**src/rtl/display_pkg.sv**
```systemverilog
// Shared types and constants for the display scanner.
package display_pkg;

  // Scan sequencer states.
  typedef enum logic [2:0] {
    IDLE,
    REQ,
    WAIT,
    CAPTURE,
    EMIT,
    DONE
  } state_e;

  // Line layout: five name characters, a colon, eight hex digits.
  localparam int CHARS_PER_LINE = 14;
  localparam int NAME_CHARS     = 5;
  localparam int HEX_CHARS      = 8;

  localparam logic [7:0] ASCII_COLON = 8'h3A;
  localparam logic [7:0] ASCII_SPACE = 8'h20;

  // Character positions within a line.
  localparam logic [3:0] COLON_POS = 4'(NAME_CHARS);
  localparam logic [3:0] LAST_POS  = 4'(CHARS_PER_LINE - 1);

endpackage

```
**src/rtl/hex_to_ascii.sv**
```systemverilog
// Maps one 4-bit nibble to its ASCII hex digit.
module hex_to_ascii #(
  parameter bit HEX_UPPER = 1'b1
) (
  input  logic [3:0] nibble,
  output logic [7:0] ascii
);

  // 0-9 -> '0'-'9'; 10-15 -> 'A'-'F' or 'a'-'f' (offset folds in the -10).
  always_comb begin
    if (nibble < 4'd10) begin
      ascii = 8'h30 + {4'h0, nibble};
    end else if (HEX_UPPER) begin
      ascii = 8'h37 + {4'h0, nibble};
    end else begin
      ascii = 8'h57 + {4'h0, nibble};
    end
  end

endmodule

```
**src/rtl/display_scanner.sv**
```systemverilog
// Walks display entries 1..NUM_ENTRIES, fetches each one from the responder
// and streams every valid entry as a 14-character text line to the sink.
module display_scanner
  import display_pkg::*;
#(
  parameter logic [5:0] NUM_ENTRIES = 6'd4,
  parameter bit         HEX_UPPER   = 1'b1
) (
  input  logic        clk,
  input  logic        reset,
  input  logic        scan_start,
  output logic [5:0]  display_number,
  input  logic        display_valid,
  input  logic [39:0] display_name,
  input  logic [31:0] display_value,
  output logic        char_valid,
  input  logic        char_ready,
  output logic [7:0]  char_data,
  output logic        char_last,
  output logic [5:0]  line_index,
  output logic        scan_busy,
  output logic        scan_done
);

  state_e      state_q, state_d;
  logic [5:0]  index_q, index_d;
  logic [3:0]  cnt_q, cnt_d;
  logic        shadow_valid_q, shadow_valid_d;
  logic [39:0] shadow_name_q, shadow_name_d;
  logic [31:0] shadow_value_q, shadow_value_d;

  logic [5:0]  display_number_q, display_number_d;
  logic        char_valid_q, char_valid_d;
  logic [7:0]  char_data_q, char_data_d;
  logic        char_last_q, char_last_d;
  logic [5:0]  line_index_q, line_index_d;
  logic        scan_busy_q, scan_busy_d;
  logic        scan_done_q, scan_done_d;

  logic        advance;
  logic [7:0]  name_byte;
  logic [3:0]  hex_nibble;
  logic [7:0]  hex_char;
  logic [7:0]  char_sel;

  // Sequencer: state, entry index, character count and shadow capture.
  always_comb begin
    // NOTE: every variable gets a default before the case, so no path can
    // leave one unassigned and infer a latch.
    state_d        = state_q;
    index_d        = index_q;
    cnt_d          = cnt_q;
    shadow_valid_d = shadow_valid_q;
    shadow_name_d  = shadow_name_q;
    shadow_value_d = shadow_value_q;
    advance        = 1'b0;

    case (state_q)
      IDLE: begin
        if (scan_start) begin
          state_d = REQ;
          index_d = 6'd1;
        end
      end
      REQ:  state_d = WAIT;
      WAIT: state_d = CAPTURE;
      CAPTURE: begin
        shadow_valid_d = display_valid;
        shadow_name_d  = display_name;
        shadow_value_d = display_value;
        if (display_valid) begin
          state_d = EMIT;
          cnt_d   = 4'd0;
        end else begin
          advance = 1'b1;
        end
      end
      EMIT: begin
        if (char_valid_q && char_ready) begin
          if (cnt_q == LAST_POS) begin
            advance = 1'b1;
          end else begin
            cnt_d = cnt_q + 4'd1;
          end
        end
      end
      DONE:    state_d = IDLE;
      default: state_d = IDLE;
    endcase

    // Move to the next entry, or finish once the last index has been handled.
    if (advance) begin
      if (index_q == NUM_ENTRIES) begin
        state_d = DONE;
      end else begin
        index_d = index_q + 6'd1;
        state_d = REQ;
      end
    end
  end

  // Pick the name byte and value nibble addressed by the upcoming char count.
  always_comb begin
    name_byte  = 8'h00;
    hex_nibble = 4'h0;
    for (int k = 0; k < NAME_CHARS; k++) begin
      if (cnt_d == 4'(k)) name_byte = shadow_name_d[8*(NAME_CHARS-1-k) +: 8];
    end
    for (int k = 0; k < HEX_CHARS; k++) begin
      if (cnt_d == 4'(NAME_CHARS + 1 + k)) hex_nibble = shadow_value_d[4*(HEX_CHARS-1-k) +: 4];
    end
  end

  hex_to_ascii #(
    .HEX_UPPER(HEX_UPPER)
  ) u_hex_to_ascii (
    .nibble(hex_nibble),
    .ascii (hex_char)
  );

  // Assemble the character for the upcoming line position.
  always_comb begin
    if (cnt_d < COLON_POS) begin
      char_sel = (name_byte == 8'h00) ? ASCII_SPACE : name_byte;
    end else if (cnt_d == COLON_POS) begin
      char_sel = ASCII_COLON;
    end else begin
      char_sel = hex_char;
    end
  end

  // Output values derived from the next state so every output is registered.
  always_comb begin
    display_number_d = display_number_q;
    if (state_d == IDLE) begin
      display_number_d = 6'd0;
    end else if (state_d == REQ) begin
      display_number_d = index_d;
    end

    char_valid_d = (state_d == EMIT) && shadow_valid_d;
    char_data_d  = char_valid_d ? char_sel : char_data_q;
    char_last_d  = char_valid_d && (cnt_d == LAST_POS);
    line_index_d = char_valid_d ? index_d : line_index_q;
    scan_busy_d  = (state_d != IDLE);
    scan_done_d  = (state_d == DONE);
  end

  // State and output registers with synchronous reset.
  always_ff @(posedge clk) begin
    // NOTE: sequential state uses non-blocking assignments so every flop
    // samples the pre-edge value regardless of statement order.
    if (reset) begin
      state_q          <= IDLE;
      index_q          <= 6'd0;
      cnt_q            <= 4'd0;
      // NOTE: the shadow registers are reset too, so an abandoned line never
      // leaves stale entry data visible after reset.
      shadow_valid_q   <= 1'b0;
      shadow_name_q    <= 40'd0;
      shadow_value_q   <= 32'd0;
      display_number_q <= 6'd0;
      char_valid_q     <= 1'b0;
      char_data_q      <= 8'd0;
      char_last_q      <= 1'b0;
      line_index_q     <= 6'd0;
      scan_busy_q      <= 1'b0;
      scan_done_q      <= 1'b0;
    end else begin
      state_q          <= state_d;
      index_q          <= index_d;
      cnt_q            <= cnt_d;
      shadow_valid_q   <= shadow_valid_d;
      shadow_name_q    <= shadow_name_d;
      shadow_value_q   <= shadow_value_d;
      display_number_q <= display_number_d;
      char_valid_q     <= char_valid_d;
      char_data_q      <= char_data_d;
      char_last_q      <= char_last_d;
      line_index_q     <= line_index_d;
      scan_busy_q      <= scan_busy_d;
      scan_done_q      <= scan_done_d;
    end
  end

  assign display_number = display_number_q;
  assign char_valid     = char_valid_q;
  assign char_data      = char_data_q;
  assign char_last      = char_last_q;
  assign line_index     = line_index_q;
  assign scan_busy      = scan_busy_q;
  assign scan_done      = scan_done_q;

endmodule

```
**config.mk**
```make
export PLATFORM = sky130hd
export DESIGN_NAME = display_scanner
export DESIGN_NICKNAME = d
export VERILOG_FILES = /design/src/rtl/display_pkg.sv /design/src/rtl/hex_to_ascii.sv /design/src/rtl/display_scanner.sv
export SDC_FILE = /design/constraint.sdc
export NUM_CORES = 1
export LEC_CHECK = 0
export CORE_MARGIN = 4
export CORE_UTILIZATION = 45
export CTS_CLUSTER_DIAMETER = 80
export DETAILED_ROUTE_END_ITERATION = 10
export PLACE_DENSITY_LB_ADDON = 0.25
export RECOVER_POWER = 25
export REMOVE_ABC_BUFFERS = 1
export SYNTH_ARGS = -nofsm -noshare
export SYNTH_HDL_FRONTEND = slang
export SYNTH_SLANG_ARGS = --single-unit
```
**constraint.sdc**
```tcl
create_clock -name clk -period 2.8 [get_ports clk]
set_clock_uncertainty 0.2 [all_clocks]
set_input_delay 0.28 -clock clk [delete_from_list [all_inputs] [get_ports clk]]
set_output_delay 0.28 -clock clk [all_outputs]
set_load 0.05 [all_outputs]
```
# --- Yosys cells after proc, flatten, opt, wreduce, memory -nomap -nowiden ---
# Cells that the tools add are included.
totals:
  latch_bits: 0
  romBits: 0
  output_inout_bits: 24
  wordCells: 87
  ramBits: 0
  mem_count: 0
  inputBits: 77
  register_bits: 110
op_classes:
  n_lt_le_gt_ge: 2
  addsub: 4
  n_reduce_logical: 9
  div: 0
  shifts: 0
  muxes: 37
  bitwise: 0
  multipliers: 0
  eq_ne: 22
ops:
  columns: ["cell", "n"]
  rows:
  - ["2-to-1 mux 8 bit", 9]
  - ["2-to-1 mux 4 bit", 11]
  - ["2-to-1 mux 40 bit", 1]
  - ["2-to-1 mux 32 bit", 1]
  - ["equality test 4 bit (second input constant)", 7]
  - ["2-to-1 mux 6 bit", 4]
  - ["equality test 4 x 3 -> 1 bit (second input constant)", 4]
  - ["one-hot mux 3 bit (5 select lines)", 1]
  - ["adder 6 x 4 -> 7 bit (first input constant)", 2]
  - ["2-to-1 mux 3 bit", 4]
  - ["equality test 3 bit (second input constant)", 3]
  - ["equality test 4 x 2 -> 1 bit (second input constant)", 2]
  - ["zero test 8 bit", 1]
  - ["one-hot mux 4 bit (2 select lines)", 1]
  - ["adder 6 x 1 -> 6 bit (second input constant)", 1]
  - ["equality test 3 x 1 -> 1 bit (second input constant)", 2]
  - ["equality test 3 x 2 -> 1 bit (second input constant)", 2]
  - ["equality test 6 x 3 -> 1 bit (second input constant)", 1]
  - ["zero test 3 bit", 2]
  - ["adder 4 x 1 -> 4 bit (second input constant)", 1]
  - ["equality test 4 x 1 -> 1 bit (second input constant)", 1]
  - ["zero test 4 bit", 1]
  - ["< comparator 4 x 3 -> 1 bit (second input constant)", 1]
  - ["< comparator 4 bit (second input constant)", 1]
  - ["other kinds (5)", 10]

# --- Longest topological paths before layout ---
# Gate-level depths: netlist of run 1.
depth:
  ltp_word: 17
  ltp_mapped: 14
  depth_no_buf: 13

# --- Cells and area by module ---
# From an unflattened synthesis of run 1, not the netlist that was laid out.
hier_totals:
  cells_unflattened: 538
  hier_area_um2: 4943.5
modules_own_cells:
  columns: ["module", "instances", "area_per_inst_um2", "seq_area_each_um2", "cells_each"]
  rows:
  - ["display_scanner", 1, 4838.4, 2202.1, 522]
  - ["hex_to_ascii", 1, 105.1, 0.0, 16]

# --- Worst setup path before layout of run 1 ---
# No wires, ideal clock.
synth_timing:
  kind: "register to register"
  from: "reg char_valid_q, in the netlist char_valid"
  to: "reg char_data_q[1], in the netlist char_data[1]"
  required_ns: 2.526
  period_less_slack_ns: 3.238
  stages_incl_launch_ff: 11
  n_path_buf: 0
  t_arrival_ns: 2.963
  setup_ns: 0.074
  path_slack_ns: -0.438
  cell_sequence: "dfxtp_1 -> and2_0 -> a31oi_1 -> mux2i_1 -> mux2_2 -> nor3_1 -> a311oi_1 -> o32ai_1 -> ha_1 -> a211o_1 -> a31oi_1"
synth_via:
  elab_chain_cells: 16
  word_cells_on_any_way: 44
  classes_between: "2 x add/sub; 2 x order compare; 14 x eq/ne; 22 x mux; 4 x reduce/logical"
synth_rtl:
  columns: ["item", "line_no", "source"]
  rows:
  - ["from (decl)", "display_scanner.sv:33", "logic char_valid_q, char_valid_d;"]
  - ["from (signal assigned)", "display_scanner.sv:177", "char_valid_q <= char_valid_d;"]
  - ["logical AND 1 bit *", "display_scanner.sv:79", "if (char_valid_q && char_ready) begin"]
  - ["2-to-1 mux 4 bit", "display_scanner.sv:79", null]
  - ["one-hot mux 4 bit (2 select lines)", "display_scanner.sv:58", "case (state_q)"]
  - ["equality test 4 x 3 -> 1 bit", "display_scanner.sv:110", "if (cnt_d == 4'(NAME_CHARS + 1 + k)) hex_nibble = shadow_value_d[4*(HEX_CHARS-1-k) +: 4];"]
  - ["2-to-1 mux 4 bit (8 in series)", "display_scanner.sv:110", null]
  - ["adder 6 x 4 -> 7 bit (tied with other cells)", "hex_to_ascii.sv:14", "ascii = 8'h37 + {4'h0, nibble};"]
  - ["2-to-1 mux 8 bit", "hex_to_ascii.sv:11", "if (nibble < 4'd10) begin"]
  - ["2-to-1 mux 8 bit", "display_scanner.sv:125", "end else if (cnt_d == COLON_POS) begin"]
  - ["2-to-1 mux 8 bit", "display_scanner.sv:123", "if (cnt_d < COLON_POS) begin"]
  - ["to (signal assigned)", "display_scanner.sv:178", "char_data_q <= char_data_d;"]
  - ["to (decl)", "display_scanner.sv:34", "logic [7:0] char_data_q, char_data_d;"]
# Every way passes the cells marked *; elsewhere a longest branch is shown, timed or not.
# A chain may end at the register's enable or synchronous reset.

# --- Worst setup path after layout of run 1 ---
layout_timing:
  from: "reg state_q[2]"
  to: "reg char_data_q[4], in the netlist char_data[4]"
layout_via:
  elab_chain_cells: 15
  word_cells_on_any_way: 52
  classes_between: "2 x add/sub; 2 x order compare; 18 x eq/ne; 26 x mux; 4 x reduce/logical"
layout_rtl:
  columns: ["item", "line_no", "source"]
  rows:
  - ["from (decl)", "display_scanner.sv:25", "state_e state_q, state_d;"]
  - ["from (signal assigned)", "display_scanner.sv:170", "state_q <= state_d;"]
  - ["equality test 3 bit / equality test 3 x 2 -> 1 bit (equally long branches)", "display_scanner.sv:58", null]
  - ["one-hot mux 4 bit (2 select lines)", "display_scanner.sv:58", null]
  - ["equality test 4 x 3 -> 1 bit", "display_scanner.sv:110", null]
  - ["2-to-1 mux 4 bit (8 in series)", "display_scanner.sv:110", null]
  - ["adder 6 x 4 -> 7 bit (tied with other cells)", "hex_to_ascii.sv:14", null]
  - ["2-to-1 mux 8 bit", "hex_to_ascii.sv:11", null]
  - ["2-to-1 mux 8 bit", "display_scanner.sv:125", null]
  - ["2-to-1 mux 8 bit", "display_scanner.sv:123", null]
# Parallel ways exist; a longest one is shown, timed or not.

==> flow_summary.ini, run 1 <==
[routing]
drt_wl_total_um = 14400
drtIter0Drc = 285
vias = 4858
drc = 0
drtAntennaViolNets = 0
post_drt_wl_per_cell_um = 16.2
viasPerCell = 5.47
drtPass1Iterations = 5

[global_route]
antenna_found_initial = 0
grt_start_max_net_pins = 42
overflow = 0
grt_usage_pct = 22.0
grt_pass1_wl_um = 23100
grt_pass1_vias = 4746

[final_layout]
nNetsFinal = 825
fin_util_pct = 67.8
fill_cells = 869
syn2layout_area_growth_pct = 46.1
drive_above_1_share_pct = 22.5
diodes = 0

[timing]
relSlewSlack_pct = 55.7
drv_slew = 0
min_period_over_period_pct = 107
finalSetupViolations = 7
fmax_mhz = 335
layout_setup_ws_ns = -0.189
rsz0062_at_grt = yes
worst_pin_slew_ns = 0.664
hold-worst-slack_ns = 0.190
hold_viol = 0
fin_crit_ns = 2.99

[synth]
syn_inst = 577
synth-edff-count = 0
syn_area_um2 = 5070
seq_area_frac_synth_pct = 43.4
yosys.area.top_type = dfxtp_1
netlist_top_cells_area = dfxtp_1 43%, mux2i_1 13%, nor2_1 8.2%
synth_top_flop_cell = dfxtp_1
yosysWarnings = 0
async_reset_ff_share_pct = 0
yosys_register_bits = 110
netlist.area_leader.share_pct = 43.4
ys_types = 65
syn_area_per_cell_um2 = 8.79

[setup_path]
worstSetupPathType = reg -> reg
start_kind = register
crit_required_ns = 2.84
arrival_ns = 3.03
end_kind = register
crit_path_max_fanout = 4

[placed_design]
io_buffers = 100
gp_congestion = 0.909
dp_hpwl_um = 10800

[clock_network]
path_clk_slew_ns = 0.07
clockRootBuffer = clkbuf_16
cts.sinks = 110
cts_made_buffers = 9
h-tree-depth = 3
cts_hold_buf = 0
cts_max_path_buffers = 2
cts_tree = done
insertion_delay_ns = 0.35

[floorplanning]
dieArea_um2 = 13000
ios = 101
initial_core_util_pct = 46.4
core_um2 = 10900
rows = 38
fp.dieW_um = 114
chipHeight_um = 114

[worst_hold_path]
timing.hold.worst.class = in -> reg

[status]
violations = setup timing
outcome = finished, violations left

[pwr]
vdd_drop_max_mv = 0.370
power_density_nw_per_um2 = 454
p_leak_nw = 2.68

[run]
drv_cap = 0
[synthesized netlist by cell type (2+ instances only)]
cell type and number:
nor2_1 111, dfxtp_1 110, mux2i_1 64, nand2_1 52, a21oi_1 32, clkbuf_1 23, o21ai_0 19, o22ai_1 16
buf_2 11, a211oi_1 10, inv_1 9, a31oi_1 8, nor3_1 8, nand3_1 6, ha_1 5, nor2b_1 5
a22oi_1 4, and3_1 4, mux4_2 4, nand4_1 4, o22a_1 4, a311oi_1 3, a32oi_1 3, nand2b_1 3
nor4_1 3, or2_2 3, or3_1 3, xnor2_1 3, a21o_1 2, a2bb2oi_1 2, a32o_1 2, and2_1 2
buf_4 2, nor3b_1 2, o2111ai_1 2, o32ai_1 2, o41a_1 2, o41ai_1 2
[cell families (layout without fill, tap and decap cells)]
kind of cell | after synthesis | count (layout) | share of synthesized area (%)
mux | 69 | 69 | 14.6
buf+inv | 47 | 218 | 4.04
fa+ha+maj | 5 | 5 | 1.23
simple gates | 215 | 215 | 18.7
compound gates | 127 | 127 | 17.3
flops | 110 | 110 | 43.4
xor+xnor | 4 | 4 | 0.691
[per-stage QoR]
stage / TNS (ns) / cell area, um^2 / setup WS [ns] / cells / total power, mW
6_report: -0.955 / 7410 / -0.189 / 888 / 3.36
5_1_grt: -1.74 / 7410 / -0.305 / 888 / 3.49
4_1_cts: -0.906 / 7210 / -0.187 / 883 / 3.37
3_5_place_dp: -2.91 / 6760 / -0.506 / 861 / 2.17
3_3_place_gp: -2.50 / 6760 / -0.431 / 861 / 2.16
2_1_floorplan: -114.74 / 4900 / -2.48 / 539 / 1.91
[report_power, final]
part	leakage (nW)	internal, mW	switching (mW)
clock network	0.137	0.634	0.578
logic	1.65	0.257	0.256
registers	0.890	1.62	0.0224
total	2.68	2.51	0.856
[cells in the final DEF (no fill, tap or decap), drive strengths merged, types with 3 or more instances in the layout]
cell type      netlist  layout
mux2i               64      64
nor4                 3       3
nor3b                3       3
o22a                 4       4
nand2               52      52
a32o                 3       3
nor2b                5       5
nor2               112     112
a31oi                8       8
o22ai               16      16
a211oi              10      10
clkinv               0       3
inv                  9      10
mux4                 4       4
a22oi                4       4
ha                   5       5
dfxtp              110     110
and3                 4       4
or3                  4       4
clkdlybuf4s50        0      99
nand4                4       4
or2                  3       3
a21oi               32      32
nand2b               3       3
buf                 15      92
xnor2                3       3
a311oi               3       3
and2                 3       3
nand3                6       6
clkbuf              23      14
nor3                 8       8
o21ai               20      20
a32oi                4       4
[area by class of cell]
| class | count | area (um^2) | share of cell area, % |
|---|---|---|---|
| multi-input cells | 420 | 2930 | 39.6 |
| flip-flops and latches | 110 | 2210 | 29.8 |
| repair buffers | 193 | 1790 | 24.1 |
| clock buffers | 12 | 246 | 3.32 |
| well taps | 140 | 175 | 2.36 |
| inverters | 9 | 33.8 | 0.456 |
| clock inverters | 4 | 31.3 | 0.422 |
[sequential cells by signal, indices dropped and copies added, names as in the netlist, 3 cells and up]
name / cells
char_data: 8
cnt_q: 4
display_number: 6
index_q: 6
line_index: 6
shadow_name_q: 40
shadow_value_q: 32
state_q: 3
[worst paths after layout]
path | from | endpoint | slack (ns) | cells past startpoint
min reg2reg | shadow_name_q[0]$_SDFF_PP0_ | shadow_name_q[0]$_SDFF_PP0_ | 0.25 | 2
max reg2reg | state_q[2]$_SDFF_PP0_ | char_data[4]$_SDFFE_PP0P_ | -0.19 | 12
min | reset | char_data[0]$_SDFFE_PP0P_ | 0.19 | 3
max | state_q[2]$_SDFF_PP0_ | char_data[4]$_SDFFE_PP0P_ | -0.19 | 12
[routing by layer]
metal  up-vias  routed length (um)  GRT usage [%]
met4         0                 216           7.44
met5         -                   0              0
met2       152                6860           36.1
met3        22                 752           4.07
met1      2289                6550           29.2
li1       2395                   -              -
[timing repair]
item / in CTS / in global routing
pin swaps: 23 / 19
buffers inserted: 7 / 5
endpoints found under the setup margin: 9 / 9
resized for setup: 33 / 39
[worst max-delay path, stage by stage (launching register included)]
cell and delay [ns]:
dfxtp_2 0.35, or3b_4 0.40, or3_4 0.39, buf_6 0.14
a32oi_4 0.20, nand2_2 0.11, o22a_1 0.22, nor2_2 0.15
o32ai_4 0.13, ha_4 0.20, nor2_4 0.08, o21ai_2 0.07
a32o_1 0.26
Power figures use the tool's default switching activity.
==> run 2: changes to the inputs <==
--- a/config.mk
+++ b/config.mk
@@ -15,3 +15,4 @@
 export SYNTH_ARGS = -nofsm -noshare
 export SYNTH_HDL_FRONTEND = slang
 export SYNTH_SLANG_ARGS = --single-unit
+export TNS_END_PERCENT = 5
==> flow_summary.ini, run 2 (synthesis results as in run 1) <==
[floorplanning]
initial_core_util_pct = 46.4
chipHeight_um = 114
dieArea_um2 = 13000
rows = 38
fp.dieW_um = 114
core_um2 = 10900
ios = 101

[pwr]
vdd_drop_max_mv = 0.369
power_density_nw_per_um2 = 465
p_leak_nw = 2.61

[setup_path]
start_kind = register
end_kind = register
crit_path_max_fanout = 6
arrival_ns = 3.04
worstSetupPathType = reg -> reg
crit_required_ns = 2.84
r2r_cells = 9

[status]
outcome = finished, violations left
violations = setup timing

[final_layout]
nNetsFinal = 820
fin_util_pct = 65.9
drive_above_1_share_pct = 19.0
final_cell_mix = 110 x nor2_1, 108 x dfxtp_1, 99 x clkdlybuf4s50_1, 75 x buf_4, 63 x mux2i_1
layout.cells.most_common = nor2_1
diodes = 0
regMostFlops = shadow_name_q
syn2layout_area_growth_pct = 42.0
stdcell_area_um2 = 7200
largest_reg_flops = 40

[routing]
met2_length_um = 6780
drc = 0
wl_met3_um = 683
drtAntennaViolNets = 0
viasPerCell = 5.48
met1_length_um = 6490
drtPass1Iterations = 5
vias = 4841
drtIter0Drc = 326
post_drt_wl_per_cell_um = 16.1
drt_wl_total_um = 14200
top_layer = met4

[global_route]
grt_pass1_wl_um = 23100
overflow = 0
grt_pass1_vias = 4768
grt_usage_pct = 22.1
grt_start_max_net_pins = 42
antenna_found_initial = 0

[timing]
finalSetupViolations = 7
hold_viol = 0
drv_slew = 0
tns_ns = -1.10
fin_crit_ns = 3.00
relSlewSlack_pct = 54.2
layout_setup_ws_ns = -0.198
worst_pin_slew_ns = 0.688
min_period_over_period_pct = 107
fmax_mhz = 334
rsz0062_at_grt = yes

[clock_network]
cts_max_path_buffers = 2
cts_tree = done
cts.sinks = 110
path_clk_slew_ns = 0.07
insertion_delay_ns = 0.35
h-tree-depth = 3
cts_hold_buf = 0
cts_made_buffers = 9
clockRootBuffer = clkbuf_16

[placed_design]
pre_cts_slack_ns = -0.506
dp_hpwl_um = 10800
dpl_cell_area_um2 = 6760
gp_congestion = 0.909
io_buffers = 100

[run]
drv_cap = 0

[worst_hold_path]
hold_depth = 3
timing.hold.worst.class = in -> reg
## run 2: cell types whose count changed in the layout (fill, tap and decap cells not counted), sizes merged
| cell | delta |
|---|---|
| buf | -9 |
| clkbuf | +4 |
## run 2: path summary, 6_finish.rpt
path,from,to,slack [ns]
setup / recovery,state_q[2]$_SDFF_PP0_,char_data[0]$_SDFFE_PP0P_,-0.20
hold / removal,reset,char_data[0]$_SDFFE_PP0P_,0.20
setup reg to reg,state_q[2]$_SDFF_PP0_,char_data[0]$_SDFFE_PP0P_,-0.20
hold reg to reg,shadow_name_q[0]$_SDFF_PP0_,shadow_name_q[0]$_SDFF_PP0_,0.25
## run 2: through the flow
step	hold WS, ns	total power [mW]	instances
6_report	0.196	3.35	883
5_1_grt	0.210	3.48	883
4_1_cts	0.194	3.37	881
3_5_place_dp	0.245	2.17	861
3_3_place_gp	0.239	2.16	861
2_1_floorplan	0.149	1.91	539
## run 2: layer usage
layer / track usage, % / vias up
li1: - / 2382
met1: 29.2 / 2304
met2: 36.3 / 134
met3: 4.07 / 21
met4: 7.44 / 0
met5: 0 / -
## run 2: where the power goes
part           total [mW]  internal [mW]  switching, mW
logic               0.500          0.249          0.251
clock network        1.21          0.634          0.577
registers            1.64           1.62         0.0220
total                3.35           2.50          0.849
## run 2: what timing repair did
action,4_1_cts,5_1_grt
endpoints found under the setup margin,9,11
gates cloned,0,0
gates resized for setup,28,7
pin swaps,18,9
buffers inserted,4,2
## run 2: final cells by class
class | count | area (um^2)
fillers | 901 | 3730
multi-input cells | 420 | 2810
flip-flops and latches | 110 | 2200
repair buffers | 188 | 1710
clock buffers | 12 | 246
well taps | 140 | 175
inverters | 9 | 33.8
clock inverters | 4 | 31.3
## run 2: worst max-delay path, stage by stage, from the launching register on
cell	delay (ns)
dfxtp_2	0.35
or3b_4	0.40
or3_4	0.41
a32o_2	0.34
or3_1	0.39
a21oi_2	0.15
o32a_4	0.22
o21ai_2	0.08
xor2_1	0.14
o221a_2	0.22
==> run 3: changes to the inputs <==
--- a/config.mk
+++ b/config.mk
@@ -9,10 +9,11 @@
 export CORE_UTILIZATION = 45
 export CTS_CLUSTER_DIAMETER = 80
 export DETAILED_ROUTE_END_ITERATION = 10
+export MAX_ROUTING_LAYER = met4
 export PLACE_DENSITY_LB_ADDON = 0.25
 export RECOVER_POWER = 25
 export REMOVE_ABC_BUFFERS = 1
 export SYNTH_ARGS = -nofsm -noshare
 export SYNTH_HDL_FRONTEND = slang
 export SYNTH_SLANG_ARGS = --single-unit
-export TNS_END_PERCENT = 5
+export TNS_END_PERCENT = 100
==> constraint.sdc (replaced) <==
create_clock -name clk -period 3.2 [get_ports clk]
set_clock_uncertainty 0.2 [all_clocks]
set_input_delay 0.32 -clock clk [delete_from_list [all_inputs] [get_ports clk]]
set_output_delay 0.32 -clock clk [all_outputs]
set_load 0.05 [all_outputs]
==> flow_summary.ini, run 3 (synthesis results as in run 1) <==
[global_route]
grtUsageMet3_pct = 4.44
use_met1_pct = 29.0
grt_usage_pct = 22.4
grt_pass1_wl_um = 22900
top_usage_layer = met2
grt_pass1_vias = 4721
globalRouteMet2Util_pct = 36.5
overflow = 0
grt_start_max_net_pins = 59
antenna_found_initial = 0

[timing]
hold_viol = 0
layout_setup_ws_ns = 0.0582
drv_slew = 0
fmax_mhz = 318
min_period_over_period_pct = 98.2
worst_pin_slew_ns = 1.13
fin_crit_ns = 3.14
finalSetupViolations = 0
hold-worst-slack_ns = 0.255
tns_ns = 0
relSlewSlack_pct = 24.4

[worst_hold_path]
min_to = shadow_name_q[32]$_SDFF_PP0_
holdCritStartpoint = shadow_name_q[32]$_SDFF_PP0_
hold_depth = 2
timing.hold.worst.class = reg -> reg

[pwr]
p_leak_nw = 2.49
power_density_nw_per_um2 = 435
seqPwrFrac_pct = 47.1
switchingPower_mw = 0.735
internal-power_mw = 2.31
combinationalPowerShare_pct = 14.0
vdd_drop_max_mv = 0.295
total_power_mw = 3.04
pwr-share-clk_pct = 38.9
swShare_pct = 24.1

[placed_design]
dpl_cell_area_um2 = 6590
gp_congestion = 0.922
io_buffers = 100
dp.cells = 839
dp_hpwl_um = 10600
pre_cts_slack_ns = -0.234

[clock_network]
path_clk_slew_ns = 0.07
cts_tree = done
cts_made_buffers = 9
clockRootBuffer = clkbuf_16
cts.sinks = 110
h-tree-depth = 3
insertion_delay_ns = 0.34
cts_max_path_buffers = 2

[setup_path]
crit_path_max_fanout = 6
r2r_slack_ns = 0.06
start_kind = register
worstSetupPathType = reg -> reg
r2r_cells = 10
end_kind = register
arrival_ns = 3.17
crit_required_ns = 3.23
worstReg2RegEnd = char_data[0]$_SDFFE_PP0P_
reg2reg_from = state_q[2]$_SDFF_PP0_

[floorplanning]
core_um2 = 10900
initial_core_util_pct = 46.4
fp.dieW_um = 114
chipHeight_um = 114
rows = 38
ios = 101
dieArea_um2 = 13000

[routing]
drtPass1Iterations = 5
drtAntennaViolNets = 0
drt_wl_total_um = 14100
viasPerCell = 5.49
drtIter0Drc = 359
vias = 4711
drc = 0
post_drt_wl_per_cell_um = 16.4

[final_layout]
largest_reg_flops = 40
fin_util_pct = 64.1
diodes = 0
regMostFlops = shadow_name_q
stdcell_area_um2 = 7000
stdcell_count = 858
nNetsFinal = 795
layout.cells.most_common = nor2_1
drive_above_1_share_pct = 15.2
final_cell_mix = 111 x nor2_1, 108 x dfxtp_1, 99 x clkdlybuf4s50_1, 64 x mux2i_1, 56 x buf_4
syn2layout_area_growth_pct = 38.1
fill_cells = 946

[run]
drv_cap = 0

[status]
outcome = finished, final reports clean
[run 3: changes by cell type in the layout (fill, tap and decap cells not counted), sizes merged]
cell,delta
bufinv,+2
clkinv,-2
buf,-21
clkinvlp,+1
clkbuf,-5
[run 3: critical path, stage by stage (launching register included)]
cell     delay (ns)
dfxtp_2        0.34
or3b_4         0.39
or3_4          0.43
a32o_2         0.31
buf_4          0.16
or3_1          0.38
a21oi_2        0.16
o32a_4         0.24
o21ai_2        0.07
xor2_1         0.14
o221a_2        0.22
[run 3: timing repair]
action                     CTS  global route
setup endpoints to repair    3             7
buffers inserted             0             3
pin swaps                    0             9
hold buffers                 0             0
cloned                       0             0
resized for setup            1            20
[run 3: layout make-up]
cell class	count	area [um^2]	area share, %
clock inverter	5	81.3	1.16
multi-input combinational	420	2750	39.3
clock buffer	11	233	3.32
inverter	9	33.8	0.482
timing repair buffer	163	1520	21.7
tap	140	175	2.50
sequential	110	2210	31.5
[run 3: worst max-delay path by stage]
stage / start / slack [ns] / end
detailed placement: char_ready / -0.23 / char_data[6]$_SDFFE_PP0P_
global placement: char_ready / -0.07 / char_data[6]$_SDFFE_PP0P_
global route: state_q[2]$_SDFF_PP0_ / -0.02 / char_data[1]$_SDFFE_PP0P_
CTS: cnt_q[1]$_SDFF_PP0_ / 0.006 / char_data[5]$_SDFFE_PP0P_
finish: state_q[2]$_SDFF_PP0_ / 0.06 / char_data[0]$_SDFFE_PP0P_
floorplan: state_q[1]$_SDFF_PP0_ / -2.08 / char_data[4]$_SDFFE_PP0P_
[run 3: metal layers]
layer,vias up,wire length (um)
met1,2235,6310
li1,2329,-
met4,0,152
met5,-,0
met3,14,656
met2,133,6980
[run 3: power groups by stage]
| stage | logic [mW] | registers, mW | clock network (mW) |
|---|---|---|---|
| finish | 0.427 | 1.43 | 1.19 |
| global route | 0.462 | 1.44 | 1.27 |
| CTS | 0.420 | 1.43 | 1.21 |
| detailed placement | 0.416 | 1.46 | 0 |
| global placement | 0.409 | 1.46 | 0 |
| floorplan | 0.166 | 1.51 | 0 |
